<file path="src/rtl/nrzi_tx.sv">
// NRZI serial transmitter: frames each parallel word as a start marker plus LSB-first
// data bits, with optional bit stuffing after long runs of logical 1s.
module nrzi_tx #(
    parameter int DATA_W    = 8,
    parameter bit STUFF_EN  = 1'b1,
    parameter int STUFF_LEN = 6
) (
    input  logic              clk,
    input  logic              r,
    input  logic [DATA_W-1:0] din,
    input  logic              din_valid,
    output logic              din_ready,
    output logic              tx,
    output logic              tx_bit,
    output logic              busy,
    output logic              done
);

    localparam int CNT_W = $clog2(DATA_W + 1);
    localparam int RUN_W = $clog2(STUFF_LEN + 1);
    localparam logic [RUN_W-1:0] RUN_MAX  = RUN_W'(STUFF_LEN);
    localparam logic [CNT_W-1:0] BIT_LAST = CNT_W'(DATA_W);

    typedef enum logic [1:0] {IDLE, SYNC, DATA, STUFF} state_t;

    state_t            state, state_nx;
    logic [DATA_W-1:0] shift, shift_nx;
    logic [CNT_W-1:0]  bit_cnt, bit_cnt_nx, bit_inc;
    logic [RUN_W-1:0]  run_cnt, run_nx, run_inc;
    logic              tx_nx, tx_bit_nx, ready_nx, done_nx;

    always_ff @(posedge clk or negedge r) begin
        if (!r) begin
            state     <= IDLE;
            shift     <= '0;
            bit_cnt   <= '0;
            run_cnt   <= '0;
            tx        <= 1'b0;
            tx_bit    <= 1'b0;
            din_ready <= 1'b0;
            done      <= 1'b0;
        end else begin
            state     <= state_nx;
            shift     <= shift_nx;
            bit_cnt   <= bit_cnt_nx;
            run_cnt   <= run_nx;
            tx        <= tx_nx;
            tx_bit    <= tx_bit_nx;
            din_ready <= ready_nx;
            done      <= done_nx;
        end
    end

    // Run counter saturates so long runs with stuffing disabled cannot wrap.
    always_comb begin
        state_nx   = state;
        shift_nx   = shift;
        bit_cnt_nx = bit_cnt;
        run_nx     = run_cnt;
        tx_nx      = tx;
        tx_bit_nx  = 1'b0;
        ready_nx   = din_ready;
        done_nx    = 1'b0;
        run_inc    = (run_cnt == RUN_MAX) ? run_cnt : run_cnt + 1'b1;
        bit_inc    = bit_cnt + 1'b1;

        case (state)
            IDLE: begin
                ready_nx = 1'b1;
                if (din_valid && din_ready) begin
                    shift_nx = din;
                    ready_nx = 1'b0;
                    state_nx = SYNC;
                end
            end
            SYNC: begin
                tx_bit_nx  = 1'b1;
                tx_nx      = ~tx;
                run_nx     = RUN_W'(1);
                bit_cnt_nx = '0;
                state_nx   = DATA;
            end
            DATA: begin
                tx_bit_nx  = shift[0];
                tx_nx      = tx ^ shift[0];
                shift_nx   = shift >> 1;
                bit_cnt_nx = bit_inc;
                run_nx     = shift[0] ? run_inc : '0;
                if (STUFF_EN && (run_nx == RUN_MAX)) begin
                    state_nx = STUFF;
                end else if (bit_inc == BIT_LAST) begin
                    state_nx = IDLE;
                    done_nx  = 1'b1;
                    ready_nx = 1'b1;
                end
            end
            STUFF: begin
                run_nx = '0;
                if (bit_cnt == BIT_LAST) begin
                    state_nx = IDLE;
                    done_nx  = 1'b1;
                    ready_nx = 1'b1;
                end else begin
                    state_nx = DATA;
                end
            end
            default: state_nx = IDLE;
        endcase
    end

    assign busy = (state != IDLE);

endmodule

</file>
<file path="config.mk">
export PLATFORM = sky130hd
export DESIGN_NAME = nrzi_tx
export DESIGN_NICKNAME = d
export VERILOG_FILES = /design/src/rtl/nrzi_tx.sv
export SDC_FILE = /design/constraint.sdc
export NUM_CORES = 1
export LEC_CHECK = 0
export ABC_CLOCK_PERIOD_IN_PS = 1650
export CAP_MARGIN = 15
export CORE_ASPECT_RATIO = 1.1
export CORE_UTILIZATION = 45
export CTS_CLUSTER_DIAMETER = 120
export DETAILED_ROUTE_END_ITERATION = 16
export PLACE_DENSITY = 0.7
export SLEW_MARGIN = 15
export SYNTH_ARGS = -nofsm -noshare
export SYNTH_HDL_FRONTEND = slang
export SYNTH_SLANG_ARGS = --single-unit
</file>
<file path="constraint.sdc">
create_clock -name clk -period 1.65 [get_ports clk]
set_input_delay 0.495 -clock clk [delete_from_list [all_inputs] [get_ports clk]]
set_output_delay 0.495 -clock clk [all_outputs]
set_load 0.005 [all_outputs]
</file>
* Yosys cells after proc, flatten, opt, wreduce, memory -nomap -nowiden *
Cells that the tools add are included.

storage, ports and cells
  register bits after elaboration = 21
  latch bits = 0
  bits in writable memories = 0
  ROM bits = 0
  bits of input ports = 11
  output and inout port bits = 5
  word-level logic and storage cells = 56
  memories kept = 0

operators by class
  add/subtract/negate cells = 2
  multipliers = 0
  divide/modulo/power cells = 0
  magnitude comparators = 0
  eq/ne operators = 12
  shift-type cells = 0
  muxes and demuxes = 22
  bitwise logic cells = 2
  reduce and logical (&&, ||, !) cells = 10

operators by type and width
  cell                                            count
  one-hot mux 8 bit (2 select lines)              1
  one-hot mux 3 bit (3 select lines)              1
  == test 4 bit (second input constant)           2
  two-way mux 2 bit                               4
  two-way mux 8 bit                               1
  inequality test 2 bit (second input constant)   4
  one-hot mux 2 bit (4 select lines)              1
  one-hot mux 4 bit (2 select lines)              1
  two-way mux 1 bit                               7
  == test 3 bit (second input constant)           2
  two-way mux 3 bit                               2
  one-hot mux 1 bit (2 select lines)              3
  nonzero test 2 bit                              3
  nonzero test 3 bit                              2
  adder 4 x 1 -> 4 bit (second input constant)    1
  == test 2 bit (second input constant)           2
  AND reduction 2 bit                             2
  AND reduction 4 bit                             1
  adder 3 x 1 -> 3 bit (second input constant)    1
  inequality test 3 bit (second input constant)   1
  one-hot mux 1 bit (3 select lines)              1
  == test 2 x 1 -> 1 bit (second input constant)  1
  logical NOT 2 bit                               1
  logical AND 1 bit                               1
  2 further kinds                                 2

* Depth between registers and ports, before layout *
Gate-level depths: netlist of run 1.

  depth after elaboration = 6
  gate-level depth with buffers = 8
  depth with buffers taken out = 6

* Least setup slack after synthesis of run 1 *
Ideal clock, no wire load.

  path type = reg2reg
  start point = register run_cnt[0]
  end point = register din_ready
  setup time = 0.146 ns
  arrival time = 1.615 ns
  required time = 1.504 ns
  slack = -0.111 ns
  stages on the path, launching flop included = 7
  path buffers = 0
  clock period less this slack = 1.761 ns
  cells stage by stage = dfrtp_1 inv_1 ha_1 or3b_1 a311oi_2 nand2b_1 a31oi_1

on the way
  longest elaborated chain between the ends = 6
  elaborated cells on any way between the ends = 7
  those cells by class = add/sub (1); eq/ne (3); mux (2); reduce/logical (1)

RTL lines
  element                                                RTL line  source
  start: declaration                                     29        logic [RUN_W-1:0] run_cnt, run_nx, run_inc;
  start signal: assignment                               46        run_cnt <= run_nx;
  adder 3 x 1 -> 3 bit or == test 3 bit (tied branches)  64        run_inc = (run_cnt == RUN_MAX) ? run_cnt : run_cnt + 1'b1;
  two-way mux 3 bit (*)                                  64
  two-way mux 3 bit (*)                                  88        run_nx = shift[0] ? run_inc : '0;
  == test 3 bit (*)                                      89        if (STUFF_EN && (run_nx == RUN_MAX)) begin
  inequality test 2 bit (no source line) (*)             -
  AND reduction 4 bit (no source line) (*)               -
  end signal: assignment                                 49        din_ready <= ready_nx;
  end: declaration                                       12        output logic din_ready,

Mark *: on every way between the ends. The rest lies on a longest branch, timed or not.
A chain may end at the register's enable or synchronous reset.

* Worst setup path in the final report of run 1 *
  start point = register run_cnt[1]
  end point = register state[0]

on the way
  longest elaborated chain between the ends = 6
  elaborated cells on any way between the ends = 9
  those cells by class = add/sub (1); eq/ne (3); mux (4); reduce/logical (1)

RTL lines
  element                                                                    RTL line  source
  adder 3 x 1 -> 3 bit or == test 3 bit (tied branches)                      64
  two-way mux 3 bit (*)                                                      64
  two-way mux 3 bit (*)                                                      88
  == test 3 bit (*)                                                          89
  two-way mux 2 bit or inequality test 3 bit (tied branches)                 -
  one-hot mux 2 bit (4 select lines) or AND reduction 2 bit (tied branches)  -
  end signal: assignment                                                     43        state <= state_nx;
  end: declaration                                                           26        state_t state, state_nx;

Marked as above.

==> results_dict.tcl, run 1 <==
set metrics [dict create \
    status "finished, violations left" \
    violated_checks "negative setup slack" \
    min_path_type "register to register" \
    cts_root_buffer "sky130_fd_sc_hd__clkbuf_4" \
    yosys.cell_count.top_type "sky130_fd_sc_hd__dfrtp_1" \
    pre_cts_ws_ns -0.122 \
    holdPathStages 2 \
    max_cap_viols 0 \
    setup.worst_path.end_class "register" \
    grt_pass1_wl_mm 4.55 \
    buffer_ports.inserted 15 \
    drt_pass1_iterations 5 \
    ys_ff_latch 21 \
    drt_first_iter_violations 23 \
    number_of_antenna_violations_at_the_first_check_in_global_routing 0 \
    cts_max_level 1 \
    synthesis.area_sq_mm 0.00121 \
    gr-total-overflow 0 \
    count_of_cells_along_the_worst_register_to_register_path 6 \
    core.rowCount 19 \
    final_standard_cell_utilization_of_the_core 0.644 \
    cts.clk_slew.worst_paths_ns 0.12 \
    synth.yosys.warnings 0 \
    count_of_nets_left_with_antenna_violations_after_detail_routing 0 \
    r2r_setup_slack_ns -0.04 \
    final_routed_wirelength_mm 2.56 \
    switching_share 0.405 \
    layout.cells.non_filler 197 \
    synth_top_flop_cell "sky130_fd_sc_hd__dfrtp_1" \
    critPathSlowestCell "sky130_fd_sc_hd__dfrtp_1" \
    grt_pass1_vias 1037 \
    synth.net_count 147 \
    min_period_ns 1.69 \
    critPathKind "register to register" \
    timing.critical_path.fanout_max 3 \
    post_layout_net_count 187 \
    gp_routability_congestion 0.809 \
    portion_of_the_post_synthesis_area_used_by_sequential_elements 0.433 \
    chipWidth_microns 51.5 \
    dr_total_vias 1038 \
    die_area_sq_mm 0.00291 \
    timing.critical_path.buf_inv 1 \
    route.detailed.vias_per_inst 5.27 \
    yosysTopAreaCell "sky130_fd_sc_hd__dfrtp_1" \
    cts.hold.buffers_added 0 \
    max_freq_mhz 591 \
    postLayoutSetupSlackWorst_ns -0.0433 \
    worst-slew-pin-transition_ns 0.294 \
    clock_tree_from_tritoncts "done" \
    arrival_ns 1.92 \
    final_layout_size_suffix_gt1_frac 0.271 \
    cts_buffer_depth 2 \
    maximum_number_of_pins_on_one_net_before_global_route_repair 22 \
    path_cells "ha_2 -> or3b_1 -> a311oi_2 -> buf_4 -> nor4_2 -> nor3_1" \
    io_pins 16 \
    cp_data_required_time_ns 1.88 \
    ys_async_sr_fraction 1.00 \
    startpoint_of_the_lowest_slack_register_to_register_path "run_cnt[1]$_DFFE_PN0P_" \
    area_delta_synth_final_pct 33.6 \
    post_synth.cell_area_avg_sq_um 9.57 \
    final.period_utilization 1.03 \
    cpLargestDelayFamily "simple AND/OR/NAND/NOR gates" \
    most_common_library_cells_after_synthesis "sky130_fd_sc_hd__dfrtp_1, sky130_fd_sc_hd__nand2_1, sky130_fd_sc_hd__o21ai_0" \
    final_skew_ns 0.00312 \
    fill_cells 228 \
    clkSinkCount 21 \
    hold_path_startpoint "shift[7]$_DFFE_PN0P_" \
    p_int_mw 1.63 \
    finalHoldViolCount 0 \
    cpPeakStageDelay_ns 0.43 \
    critical_path.startpoint_type "register" \
    drc_errors 0 \
    crit_cells 6 \
    die_height_microns 56.5 \
    p_total_mw 2.73 \
    initial_utilization 0.482 \
    clock_latency_of_the_later_clocked_register_in_the_worst_skew_pair_ns 0.30 \
    synth.top_cell.area_share 0.433 \
    cts-buffers-inserted 3 \
    route.detailed.wl_per_inst_microns 13.0 \
    antennaDiodeCount 0 \
    maxSlewViolCount 0 \
    ir_worst_vdd_v 0.00113 \
    power_leakage_nw 0.739 \
    power_switching_mw 1.11 \
    netlist_instances 127 \
    clock_power_share 0.092 \
    worst_setup_path_startpoint "run_cnt[1]$_DFFE_PN0P_" \
    synth_top_cells_by_area "sky130_fd_sc_hd__dfrtp_1, sky130_fd_sc_hd__ha_1, sky130_fd_sc_hd__mux2i_1, sky130_fd_sc_hd__o21ai_0, sky130_fd_sc_hd__nand2_1" \
    combinationalPowerShare 0.598 \
    setup-violations-final 3 \
    synthDistinctLibCells 38 \
    detailed_place_hpwl_mm 1.87 \
    pwr-share-seq 0.310 \
    core_area_sq_mm 0.00252 \
    grt.total_usage 0.209 \
    power.density_cell_area_mw_per_mm2 1680 \
    worst_slew_margin_rel 0.804 \
    rsz0062_at_grt "true" \
    synth_enable_flop_cells 0 \
    placed_cells_incl_taps 185 \
]
-- cells in the final DEF, fill, tap and decap left out, drive strengths merged, types with 2 or more instances in the layout --
cell type	count
a21oi	7
buf	25
clkbuf	3
clkdlybuf4s50	10
clkinv	2
dfrtp	21
dlygate4sd2	3
ha	9
inv	11
mux2i	8
nand2	17
nand2b	2
nand3	4
nand3b	3
nor3b	2
o21ai	14
o22ai	4
-- flip-flops by register name (all words and copies together) (netlist names) --
register / flops
shift: 8
bit_cnt: 4
run_cnt: 3
state: 2
din_ready: 1
done: 1
tx: 1
tx_bit: 1
-- tightest hold or removal path: cells and delay by family, from the launching register on --
kind            cells  cell delay, ns
simple gates        1            0.04
compound gates      1            0.06
flops               1            0.36
-- cells by family (layout without fill, tap and decap cells) --
family          Yosys count  in the layout  synth area share
mux                       9              9            0.0752
xor+xnor                  1              1           0.00721
compound gates           35             35             0.185
simple gates             36             36             0.153
flops                    21             21             0.433
buf+inv                  16             55            0.0535
fa+ha+maj                 9              9            0.0927
-- power by group through the flow --
stage	logic, mW	registers [mW]	clock network, mW
4_1_cts	1.54	0.852	0.261
3_3_place_gp	1.42	0.853	0
3_5_place_dp	1.46	0.870	0
2_1_floorplan	0.911	0.875	0
6_report	1.63	0.849	0.252
5_1_grt	1.84	0.876	0.282
-- timing repair --
item                       in CTS  in global routing
buffers inserted                4                  4
pin swaps                       3                  1
gates resized for setup        11                  6
setup endpoints to repair       8                 14
-- through the flow --
step / TNS [ns] / hold slack, ns / instance area, sq um
2_1_floorplan: -0.167 / 0.199 / 1220
3_3_place_gp: -0.831 / 0.461 / 1510
3_5_place_dp: -1.17 / 0.463 / 1510
4_1_cts: -0.0525 / 0.503 / 1580
5_1_grt: -0.330 / 0.538 / 1620
6_report: -0.0731 / 0.497 / 1620
-- area by class of cell --
type / count / area [sq um] / share of cell area
clock inverters: 1 / 5.00 / 0.00308
well taps: 31 / 38.8 / 0.0239
inverters: 12 / 46.3 / 0.0285
multi-input cells: 90 / 657 / 0.405
flip-flops and latches: 21 / 526 / 0.324
clock buffers: 3 / 22.5 / 0.0139
repair buffers: 39 / 328 / 0.202
-- path summary, 6_finish.rpt --
kind / endpoint
worst max register to register: state[0]$_DFFE_PN0P_
worst max-delay path: state[0]$_DFFE_PN0P_
max in group asynchronous: tx$_DFFE_PN0P_
worst min-delay path: shift[7]$_DFFE_PN0P_
worst min register to register: shift[7]$_DFFE_PN0P_
min in group asynchronous: state[0]$_DFFE_PN0P_
-- routing by layer --
layer / track usage / vias up / wire (microns)
met4: 0.0618 / 0 / 37
met1: 0.248 / 483 / 1130
li1: - / 526 / -
met3: 0.0325 / 4 / 76
met2: 0.378 / 25 / 1330
met5: 0 / - / 0
Note: power is estimated with default switching activity, not from simulation.
==> run 2: changes to the inputs <==
--- a/config.mk
+++ b/config.mk
@@ -12,6 +12,7 @@
 export CTS_CLUSTER_DIAMETER = 120
 export DETAILED_ROUTE_END_ITERATION = 16
 export PLACE_DENSITY = 0.7
+export SETUP_SLACK_MARGIN = 0.02
 export SLEW_MARGIN = 15
 export SYNTH_ARGS = -nofsm -noshare
 export SYNTH_HDL_FRONTEND = slang
==> results_dict.tcl, run 2 (synthesized netlist as in run 1, its figures left out) <==
set metrics [dict create \
    met1_wire_length_mm 1.11 \
    cts.hold.buffers_added 0 \
    r2r_setup_slack_ns -0.04 \
    most_frequent_standard_cell_in_the_layout_excluding_fill_and_tap_cells "sky130_fd_sc_hd__buf_4" \
    hold-worst-slack_ns 0.498 \
    power_switching_mw 1.11 \
    dr_total_vias 1037 \
    pre_cts_ws_ns -0.122 \
    clock_latency_of_the_later_clocked_register_in_the_worst_skew_pair_ns 0.30 \
    worstReg2RegEnd "state[0]$_DFFE_PN0P_" \
    die_height_microns 56.5 \
    max_flop_register "shift" \
    clock_power_share 0.092 \
    antennaDiodeCount 0 \
    arrival_ns 1.92 \
    fin_area_sq_mm 0.00162 \
    clkSinkCount 21 \
    startpoint_of_the_lowest_slack_register_to_register_path "run_cnt[1]$_DFFE_PN0P_" \
    route.detailed.wl_per_inst_microns 12.9 \
    cts.clk_slew.worst_paths_ns 0.12 \
    hold_path_startpoint "shift[1]$_DFFE_PN0P_" \
    path_cells "ha_2 -> or3b_1 -> a311oi_2 -> buf_4 -> nor4_2 -> nor3_1" \
    initial_utilization 0.482 \
    core_area_sq_mm 0.00252 \
    p_total_mw 2.74 \
    chipWidth_microns 51.5 \
    final.period_utilization 1.03 \
    cp_data_required_time_ns 1.88 \
    count_of_cells_along_the_worst_register_to_register_path 6 \
    timing.critical_path.fanout_max 3 \
    top_regs "shift: 8 flops, bit_cnt: 4 flops, run_cnt: 3 flops" \
    dpl-instance-area_sq_mm 0.00151 \
    grt_pass1_vias 1037 \
    worst_slew_margin_rel 0.808 \
    p_int_mw 1.63 \
    setup.worst_path.end_class "register" \
    drc_errors 0 \
    grt.total_usage 0.209 \
    cts-buffers-inserted 3 \
    io_pins 16 \
    cts_root_buffer "sky130_fd_sc_hd__clkbuf_4" \
    final_skew_ns 0.00117 \
    final_layout_size_suffix_gt1_frac 0.277 \
    power.density_cell_area_mw_per_mm2 1690 \
    rsz0062_at_grt "true" \
    drt_first_iter_violations 32 \
    count_of_nets_left_with_antenna_violations_after_detail_routing 0 \
    drt_pass1_iterations 4 \
    cpPeakStageDelay_ns 0.43 \
    max_cap_viols 0 \
    gr-total-overflow 0 \
    gp_routability_congestion 0.809 \
    largest_register_ffs 8 \
    min_period_ns 1.69 \
    violated_checks "negative setup slack" \
    critPathSlowestCell "sky130_fd_sc_hd__dfrtp_1" \
    cp_capture_point "state[0]$_DFFE_PN0P_" \
    detailed_place_hpwl_mm 1.87 \
    ir_worst_vdd_v 0.00113 \
    area_delta_synth_final_pct 33.3 \
    route.detailed.vias_per_inst 5.26 \
    cts_max_level 1 \
    top_layer "met4" \
    maxSlewViolCount 0 \
    placed_cells_incl_taps 185 \
    status "finished, violations left" \
    wl_met2_mm 1.32 \
    max_freq_mhz 591 \
    switching_share 0.406 \
    core.rowCount 19 \
    finalHoldViolCount 0 \
    routed-wl-met3_microns 81 \
    final_routed_wirelength_mm 2.55 \
    layout.cells.non_filler 197 \
    post_layout_net_count 187 \
    die_area_sq_mm 0.00291 \
    final.setup.tns_ns -0.0638 \
    setup-violations-final 3 \
    critPathKind "register to register" \
    worst-slew-pin-transition_ns 0.288 \
    cts_buffer_depth 2 \
    grt_pass1_wl_mm 4.55 \
    critical_path.startpoint_type "register" \
    layout_common_cells "sky130_fd_sc_hd__buf_4, sky130_fd_sc_hd__dfrtp_1, sky130_fd_sc_hd__nand2_1" \
    worst_setup_path_startpoint "run_cnt[1]$_DFFE_PN0P_" \
    final_standard_cell_utilization_of_the_core 0.643 \
    pwr-share-seq 0.310 \
    number_of_antenna_violations_at_the_first_check_in_global_routing 0 \
    maximum_number_of_pins_on_one_net_before_global_route_repair 22 \
    combinationalPowerShare 0.598 \
    postLayoutSetupSlackWorst_ns -0.0424 \
    buffer_ports.inserted 15 \
    clock_tree_from_tritoncts "done" \
    power_leakage_nw 0.724 \
    holdPathStages 2 \
    min_path_type "register to register" \
]
## run 2: cell count changes in the layout (fill, tap and decap cells not counted)
cell	change
sky130_fd_sc_hd__dlymetal6s2s_1	-1
sky130_fd_sc_hd__inv_2	+1
sky130_fd_sc_hd__dlygate4sd2_1	+1
sky130_fd_sc_hd__inv_1	-1
## run 2: worst min path at each step
stage,end,slack (ns)
final,shift[1]$_DFFE_PN0P_,0.50
after global routing,bit_cnt[2]$_DFFE_PN0P_,0.54
after CTS,shift[1]$_DFFE_PN0P_,0.50
after detailed placement,tx$_DFFE_PN0P_,0.46
after global placement,tx$_DFFE_PN0P_,0.46
after floorplan,bit_cnt[0]$_DFFE_PN0P_,0.20
## run 2: worst max-delay path, delay by kind of cell (launching register included)
| family | cells | cell delay, ns |
|---|---|---|
| and+or+nand+nor | 3 | 0.55 |
| DFF | 1 | 0.43 |
| AOI/OAI and AO/OA | 1 | 0.26 |
| adders and majority gates | 1 | 0.20 |
| buffers and inverters | 1 | 0.17 |
## run 2: metal layers
metal	GRT usage	vias to the layer above
met4	0.0618	0
met1	0.248	480
met3	0.0325	4
li1	-	526
met5	0	-
met2	0.378	27
## run 2: repair_timing
action,in CTS,in global routing
setup buffers,4,4
pin swaps,3,2
resized for setup,12,6
endpoints found under the setup margin,9,15
## run 2: layout make-up
class	count	area, sq um
timing repair buffer	39	324
inverter	12	46.3
fill	228	901
clock inverter	1	5.00
sequential	21	526
tap	31	38.8
multi-input combinational	90	657
clock buffer	3	22.5
## run 2: power by group through the flow
stage	clock, mW	combinational, mW	sequential, mW
6_report	0.253	1.64	0.849
5_1_grt	0.285	1.85	0.876
4_1_cts	0.261	1.54	0.852
3_5_place_dp	0	1.46	0.870
3_3_place_gp	0	1.42	0.853
2_1_floorplan	0	0.911	0.875
==> run 3: changes to the inputs <==
--- a/config.mk
+++ b/config.mk
@@ -10,6 +10,7 @@
 export CORE_ASPECT_RATIO = 1.1
 export CORE_UTILIZATION = 45
 export CTS_CLUSTER_DIAMETER = 120
+export CTS_CLUSTER_SIZE = 24
 export DETAILED_ROUTE_END_ITERATION = 16
 export PLACE_DENSITY = 0.7
 export SETUP_SLACK_MARGIN = 0.02
==> results of run 3 <==
Final layout, timing and power as in run 2 (identical DEF).
